--- src/rtl/systolic_pkg.sv ---
// systolic_pkg: shared types and helpers for the systolic array datapath
package systolic_pkg;

    typedef enum logic [1:0] {IDLE, LOAD_W, STREAM, FLUSH} feeder_state_t;

    localparam int DATA_SIZE = 4;
    localparam int SIZE = 3;
    localparam int CNT_W = $clog2(SIZE + 1);

    function automatic int cnt_w(input int n);
        return $clog2(n + 1);
    endfunction

    function automatic int lane_msb(input int c, input int dw, input int n);
        return (n - c) * dw - 1;
    endfunction

endpackage

--- src/rtl/systolic_feeder_if.sv ---
// systolic_feeder_if: row handshakes and array-side streams of the feeder
interface systolic_feeder_if #(parameter int data_size = 4, parameter int size = 3);
    import systolic_pkg::*;

    logic start;
    logic [data_size*size-1:0] w_in;
    logic w_valid;
    logic w_ready;
    logic [data_size*size-1:0] x_in;
    logic x_valid;
    logic x_ready;
    logic set_w;
    logic [data_size*size-1:0] w_stream;
    logic [data_size*size-1:0] data_stream;
    logic busy;
    logic done;

    modport master (
        output start, w_in, w_valid, x_in, x_valid,
        input w_ready, x_ready, set_w, w_stream, data_stream, busy, done
    );

    modport slave (
        input start, w_in, w_valid, x_in, x_valid,
        output w_ready, x_ready, set_w, w_stream, data_stream, busy, done
    );

endinterface

--- src/rtl/systolic_feeder_skew_delay.sv ---
// skew_delay: fixed-depth register delay line, depth 0 is a plain wire
module skew_delay #(parameter int width = 4, parameter int depth = 0) (
    input  logic clk,
    input  logic rst,
    input  logic [width-1:0] d,
    output logic [width-1:0] q
);
    if (depth == 0) begin : g_wire
        logic unused_clk_rst;
        assign unused_clk_rst = &{1'b0, clk, rst};
        assign q = d;
    end else begin : g_line
        logic [width-1:0] sr [depth];
        // shift one stage per cycle, never stalls
        always_ff @(posedge clk or posedge rst) begin
            if (rst) begin
                sr <= '{default: '0};
            end else begin
                sr[0] <= d;
                for (int i = 1; i < depth; i++) sr[i] <= sr[i-1];
            end
        end
        assign q = sr[depth-1];
    end
endmodule

--- src/rtl/systolic_feeder.sv ---
// systolic_feeder: loads weights then streams diagonally skewed input rows
module systolic_feeder import systolic_pkg::*; #(
    parameter int data_size = 4,
    parameter int size = 3
) (
    input logic clk,
    input logic rst,
    systolic_feeder_if.slave bus
);
    localparam int W = data_size * size;
    localparam int CW = cnt_w(size);
    localparam logic [CW-1:0] LAST = CW'(size - 1);
    localparam logic [CW-1:0] FLAST = CW'(size > 1 ? size - 2 : 0);

    feeder_state_t state, state_n;
    logic [CW-1:0] cnt;
    logic [W-1:0] xr, ds, w_stream_r;
    logic wt, xt, set_w_r, done_r, done_n;

    assign wt = bus.w_valid && bus.w_ready;
    assign xt = bus.x_valid && bus.x_ready;
    assign bus.w_ready = state == LOAD_W;
    assign bus.x_ready = state == STREAM;
    assign bus.busy = state != IDLE || done_r;
    assign bus.done = done_r;
    assign bus.set_w = set_w_r;
    assign bus.w_stream = w_stream_r;
    assign bus.data_stream = ds;

    // state register
    always_ff @(posedge clk or posedge rst) begin
        if (rst) state <= IDLE;
        else state <= state_n;
    end

    // next state and end-of-job pulse; start is refused while done is still showing
    always_comb begin
        state_n = state;
        done_n = 1'b0;
        case (state)
            IDLE:    state_n = bus.start && !done_r ? LOAD_W : IDLE;
            LOAD_W:  state_n = wt && cnt == LAST ? STREAM : LOAD_W;
            STREAM: begin
                state_n = xt && cnt == LAST ? (size == 1 ? IDLE : FLUSH) : STREAM;
                done_n = size == 1 && xt && cnt == LAST;
            end
            FLUSH: begin
                state_n = cnt == FLAST ? IDLE : FLUSH;
                done_n = cnt == FLAST;
            end
            default: state_n = IDLE;
        endcase
    end

    // row/flush counter, cleared whenever a new state is entered
    always_ff @(posedge clk or posedge rst) begin
        if (rst) cnt <= '0;
        else if (state_n != state) cnt <= '0;
        else if (wt || xt || state == FLUSH) cnt <= cnt + CW'(1);
    end

    // weight register, input register (zero row when nothing is accepted) and done pulse
    always_ff @(posedge clk or posedge rst) begin
        if (rst) begin
            set_w_r <= 1'b0;
            w_stream_r <= '0;
            xr <= '0;
            done_r <= 1'b0;
        end else begin
            set_w_r <= wt;
            w_stream_r <= wt ? bus.w_in : w_stream_r;
            xr <= xt ? bus.x_in : '0;
            done_r <= done_n;
        end
    end

    for (genvar c = 0; c < size; c++) begin : g_lane
        skew_delay #(.width(data_size), .depth(c)) u_skew (
            .clk(clk),
            .rst(rst),
            .d(xr[lane_msb(c, data_size, size) -: data_size]),
            .q(ds[lane_msb(c, data_size, size) -: data_size])
        );
    end
endmodule

--- src/flat_wrapper.sv ---
// flat-port wrapper written by rule: the top's interface ports become plain ports
module systolic_feeder_flat import systolic_pkg::*;
#(
    parameter int data_size = 4,
    parameter int size = 3
)
  (clk, rst, bus_start, bus_w_in, bus_w_valid, bus_x_in, bus_x_valid, bus_w_ready, bus_x_ready, bus_set_w, bus_w_stream, bus_data_stream, bus_busy, bus_done);
  systolic_feeder_if #(.data_size(data_size), .size(size)) bus_i ();
  input logic clk;
  input logic rst;
  input wire logic [$bits(bus_i.start)-1:0] bus_start;
  input wire logic [$bits(bus_i.w_in)-1:0] bus_w_in;
  input wire logic [$bits(bus_i.w_valid)-1:0] bus_w_valid;
  input wire logic [$bits(bus_i.x_in)-1:0] bus_x_in;
  input wire logic [$bits(bus_i.x_valid)-1:0] bus_x_valid;
  output wire logic [$bits(bus_i.w_ready)-1:0] bus_w_ready;
  output wire logic [$bits(bus_i.x_ready)-1:0] bus_x_ready;
  output wire logic [$bits(bus_i.set_w)-1:0] bus_set_w;
  output wire logic [$bits(bus_i.w_stream)-1:0] bus_w_stream;
  output wire logic [$bits(bus_i.data_stream)-1:0] bus_data_stream;
  output wire logic [$bits(bus_i.busy)-1:0] bus_busy;
  output wire logic [$bits(bus_i.done)-1:0] bus_done;
  assign bus_i.start = bus_start;
  assign bus_i.w_in = bus_w_in;
  assign bus_i.w_valid = bus_w_valid;
  assign bus_i.x_in = bus_x_in;
  assign bus_i.x_valid = bus_x_valid;
  assign bus_w_ready = bus_i.w_ready;
  assign bus_x_ready = bus_i.x_ready;
  assign bus_set_w = bus_i.set_w;
  assign bus_w_stream = bus_i.w_stream;
  assign bus_data_stream = bus_i.data_stream;
  assign bus_busy = bus_i.busy;
  assign bus_done = bus_i.done;
  systolic_feeder #(.data_size(data_size), .size(size)) u_core (.clk(clk), .rst(rst), .bus(bus_i));
endmodule
--- config.mk ---
export PLATFORM = sky130hd
export DESIGN_NAME = systolic_feeder_flat
export DESIGN_NICKNAME = d
export VERILOG_FILES = /design/src/rtl/systolic_pkg.sv /design/src/rtl/systolic_feeder_if.sv /design/src/rtl/systolic_feeder_skew_delay.sv /design/src/rtl/systolic_feeder.sv /design/src/flat_wrapper.sv
export SDC_FILE = /design/constraint.sdc
export NUM_CORES = 1
export LEC_CHECK = 0
export CAP_MARGIN = 20
export CORE_MARGIN = 5
export CORE_UTILIZATION = 46
export DETAILED_ROUTE_END_ITERATION = 7
export PLACE_DENSITY = 0.84
export SLEW_MARGIN = 20
export SYNTH_ARGS = -nofsm -noshare
export SYNTH_HDL_FRONTEND = slang
export SYNTH_SLANG_ARGS = --single-unit
--- constraint.sdc ---
create_clock -name clk -period 3.2 [get_ports clk]
set_input_delay 0.64 -clock clk [delete_from_list [all_inputs] [get_ports clk]]
set_output_delay 0.64 -clock clk [all_outputs]
set_load 0.01 [all_outputs]
==> results.json <==
{
  "outcome": "complete, no violations",
  "clockPowerShare_pct": 15.6,
  "dp_hpwl_mm": 2.61,
  "peakVddDrop_uv": 325,
  "synth_xor_area_share_pct": 0,
  "utilization_pct": 66.3,
  "antenna_found_initial": 0,
  "end_kind": "output port",
  "combPwrFrac_pct": 40.9,
  "fill_cells": 259,
  "synth_fa_ha_area_share_pct": 1.61,
  "via_per_inst": 4.73,
  "drive_gt1_share_pct": 15.3,
  "drt-total-wl_mm": 3.45,
  "syn_nets": 135,
  "diodes": 0,
  "drc_errors": 0,
  "final_common_cell": "clkdlybuf4s50_1",
  "p_per_area_nw_per_um2": 813,
  "fin_tns_setup_ns": 0,
  "root_buffer": "clkbuf_4",
  "ys_ff_latch": 42,
  "die_y_microns": 68.1,
  "cts_buffers": 5,
  "syn_area_per_cell_sq_um": 14.9,
  "slew_headroom_pct": 70.4,
  "hold_viol_final": 0,
  "num_rows": 21,
  "ant_nets": 0,
  "grt_util_all_layers_pct": 16.3,
  "switching_share_pct": 31.3,
  "period_needed_ns": 2.43,
  "fin_skew_ns": 0.00215,
  "first_pass_iters": 4,
  "wire_per_inst_microns": 16.5,
  "p_sw_mw": 0.559,
  "synth_compound_area_share_pct": 4.04,
  "seqCellArea_sq_um": 1050,
  "setup_viol": 0,
  "worst_r2r_path_depth": 3,
  "die_w_microns": 68.1,
  "layout.nets": 193,
  "syn_inst": 104,
  "portBuffers": 57,
  "place_ws_ns": 1.16,
  "crit_start": "u_core.state[1]$_DFF_PP0_",
  "clk_pin_slew_ns": 0.12,
  "worstPathArrival_ns": 1.79,
  "path_class": "reg2out",
  "grt_pass1_vias": 1116,
  "fin_crit_sh_pct": 76.0,
  "cts_tree": "done",
  "netlist_area_sq_um": 1550,
  "layout_common_cells": "clkdlybuf4s50_1 (57), dfrtp_1 (42), and3_1 (13)",
  "multi_input_area_sq_um": 417,
  "hold_buffers": 0,
  "cts.sinks": 42,
  "vias": 989,
  "max_freq_mhz": 411,
  "synth_top_cell_area_share_pct": 67.8,
  "hold_start": "u_core.xr[0]$_DFF_PP0_",
  "cap_viol_max_count": 0,
  "final_area_sq_um": 2190,
  "r2r_start": "u_core.state[0]$_DFF_PP0_",
  "whs_ns": 0.360,
  "drt-initial-drc-count": 32,
  "leakage_nw": 1.07,
  "cts_max_path_buffers": 2,
  "yosys_warnings": 0,
  "synthDistinctLibCells": 26,
  "synth-simple-area-share_pct": 10.3,
  "min_path_cells": 0,
  "io_pins": 58,
  "muxShareOfSynthArea_pct": 10.9,
  "gp_congestion": 0.829,
  "synth_area_leaders": "dfrtp_1 (68%), mux2_4 (8.7%), and3_1 (5.2%)",
  "critPathRequiredTime_ns": 2.56,
  "fin_ws_ns": 0.768,
  "cts_resized": 0,
  "yosys.area.top_type": "dfrtp_1",
  "grt_max_degree": 38,
  "worstSkewPairLatency_ns": 0.35,
  "worst_slew_pin_slew_ns": 0.444,
  "grt_pass1_wl_mm": 5.33,
  "crit_path_start_kind": "register",
  "yosysSeqAreaShare_pct": 67.8,
  "rsz0062_at_grt": "false",
  "postCtsSetupBuffers": 0,
  "place_area_sq_um": 2130,
  "grt_overflow": 0,
  "hold_class": "reg2reg",
  "intPower_mw": 1.23,
  "cts_htree_levels": 2,
  "dieArea_sq_um": 4630,
  "power_frac_seq_pct": 43.5,
  "slew_violations": 0,
  "areaGrowthSynthToFinish_pct": 41.5,
  "core_area_sq_um": 3310,
  "critPathMaxFanout": 13,
  "initial_core_util_pct": 46.8,
  "synth_top_family_by_area": "multiplexers"
}
## cells in the mapped netlist (all sizes together)
library cell	count
a21oi	2
ha	2
buf	7
clkbuf	1
nand3b	1
nand2b	1
nand3	2
nand2	4
nor2b	1
a31oi	1
dfrtp	42
a311oi	1
o21ai	1
inv	5
a221oi	1
and3	13
nor2	2
nor3b	1
a21boi	2
mux2	12
a32oi	1
or3b	1
## critical path: stages (launching register included)
cell and delay [ns]:
dfrtp_1 0.52, inv_2 0.09, nor2_1 0.10, buf_4 0.18, clkdlybuf4s50_1 0.54
## cell type report
cell class / count / share of cell area [%]
inverters: 5 / 0.856
clock buffers: 6 / 2.34
flip-flops and latches: 42 / 47.9
clock inverters: 2 / 0.570
well taps: 46 / 2.62
multi-input cells: 49 / 19.0
repair buffers: 59 / 26.7
## stage by stage
step | power, mW | std cells
4_1_cts | 1.80 | 209
3_3_place_gp | 1.47 | 201
3_5_place_dp | 1.52 | 201
6_report | 1.78 | 209
2_1_floorplan | 1.18 | 104
5_1_grt | 1.89 | 209
## worst paths after layout
check                                                            endpoint  slack, ns
hold / removal             u_core.g_lane[2].u_skew.g_line.sr[4]$_DFF_PP0_       0.36
setup / recovery                                              bus_x_ready       0.77
hold reg to reg            u_core.g_lane[2].u_skew.g_line.sr[4]$_DFF_PP0_       0.36
min in group asynchronous                       u_core.cnt[1]$_DFFE_PP0P_       0.49
max in group asynchronous          u_core.g_lane[1].u_skew.q[1]$_DFF_PP0_       2.01
setup reg to reg                       u_core.bus.w_stream[9]$_DFFE_PP0N_       1.73
## power by group through the flow
stage / registers [mW] / logic (mW) / clock network [mW]
after floorplan: 0.807 / 0.372 / 0
after global placement: 0.768 / 0.706 / 0
final: 0.775 / 0.730 / 0.279
after detailed placement: 0.787 / 0.737 / 0
after CTS: 0.776 / 0.743 / 0.283
after global routing: 0.796 / 0.789 / 0.309
## state kept, by name (all words and copies together), names as in the netlist
signal / count
u_core.bus.done: 1
u_core.cnt: 2
u_core.g_lane.u_skew.q: 8
u_core.bus.w_stream: 12
u_core.bus.set_w: 1
u_core.g_lane.u_skew.g_line.sr: 4
u_core.xr: 12
u_core.state: 2
## layer usage
layer	part of all wire, %	up-vias	wire [microns]	global-route usage [%]
met5	0	-	0	0
met4	1.5	0	52	8.19
met3	6.0	5	208	3.94
met2	53	40	1840	31.0
met1	39	478	1350	16.3
li1	-	466	-	-
## kinds of logic (layout without fill, tap and decap cells)
| family | after synthesis | after routing |
|---|---|---|
| compound gates | 9 | 9 |
| flops | 42 | 42 |
| mux | 12 | 12 |
| buf+inv | 13 | 72 |
| simple gates | 26 | 26 |
| fa+ha+maj | 2 | 2 |
Note: power is estimated with default switching activity, not from simulation.
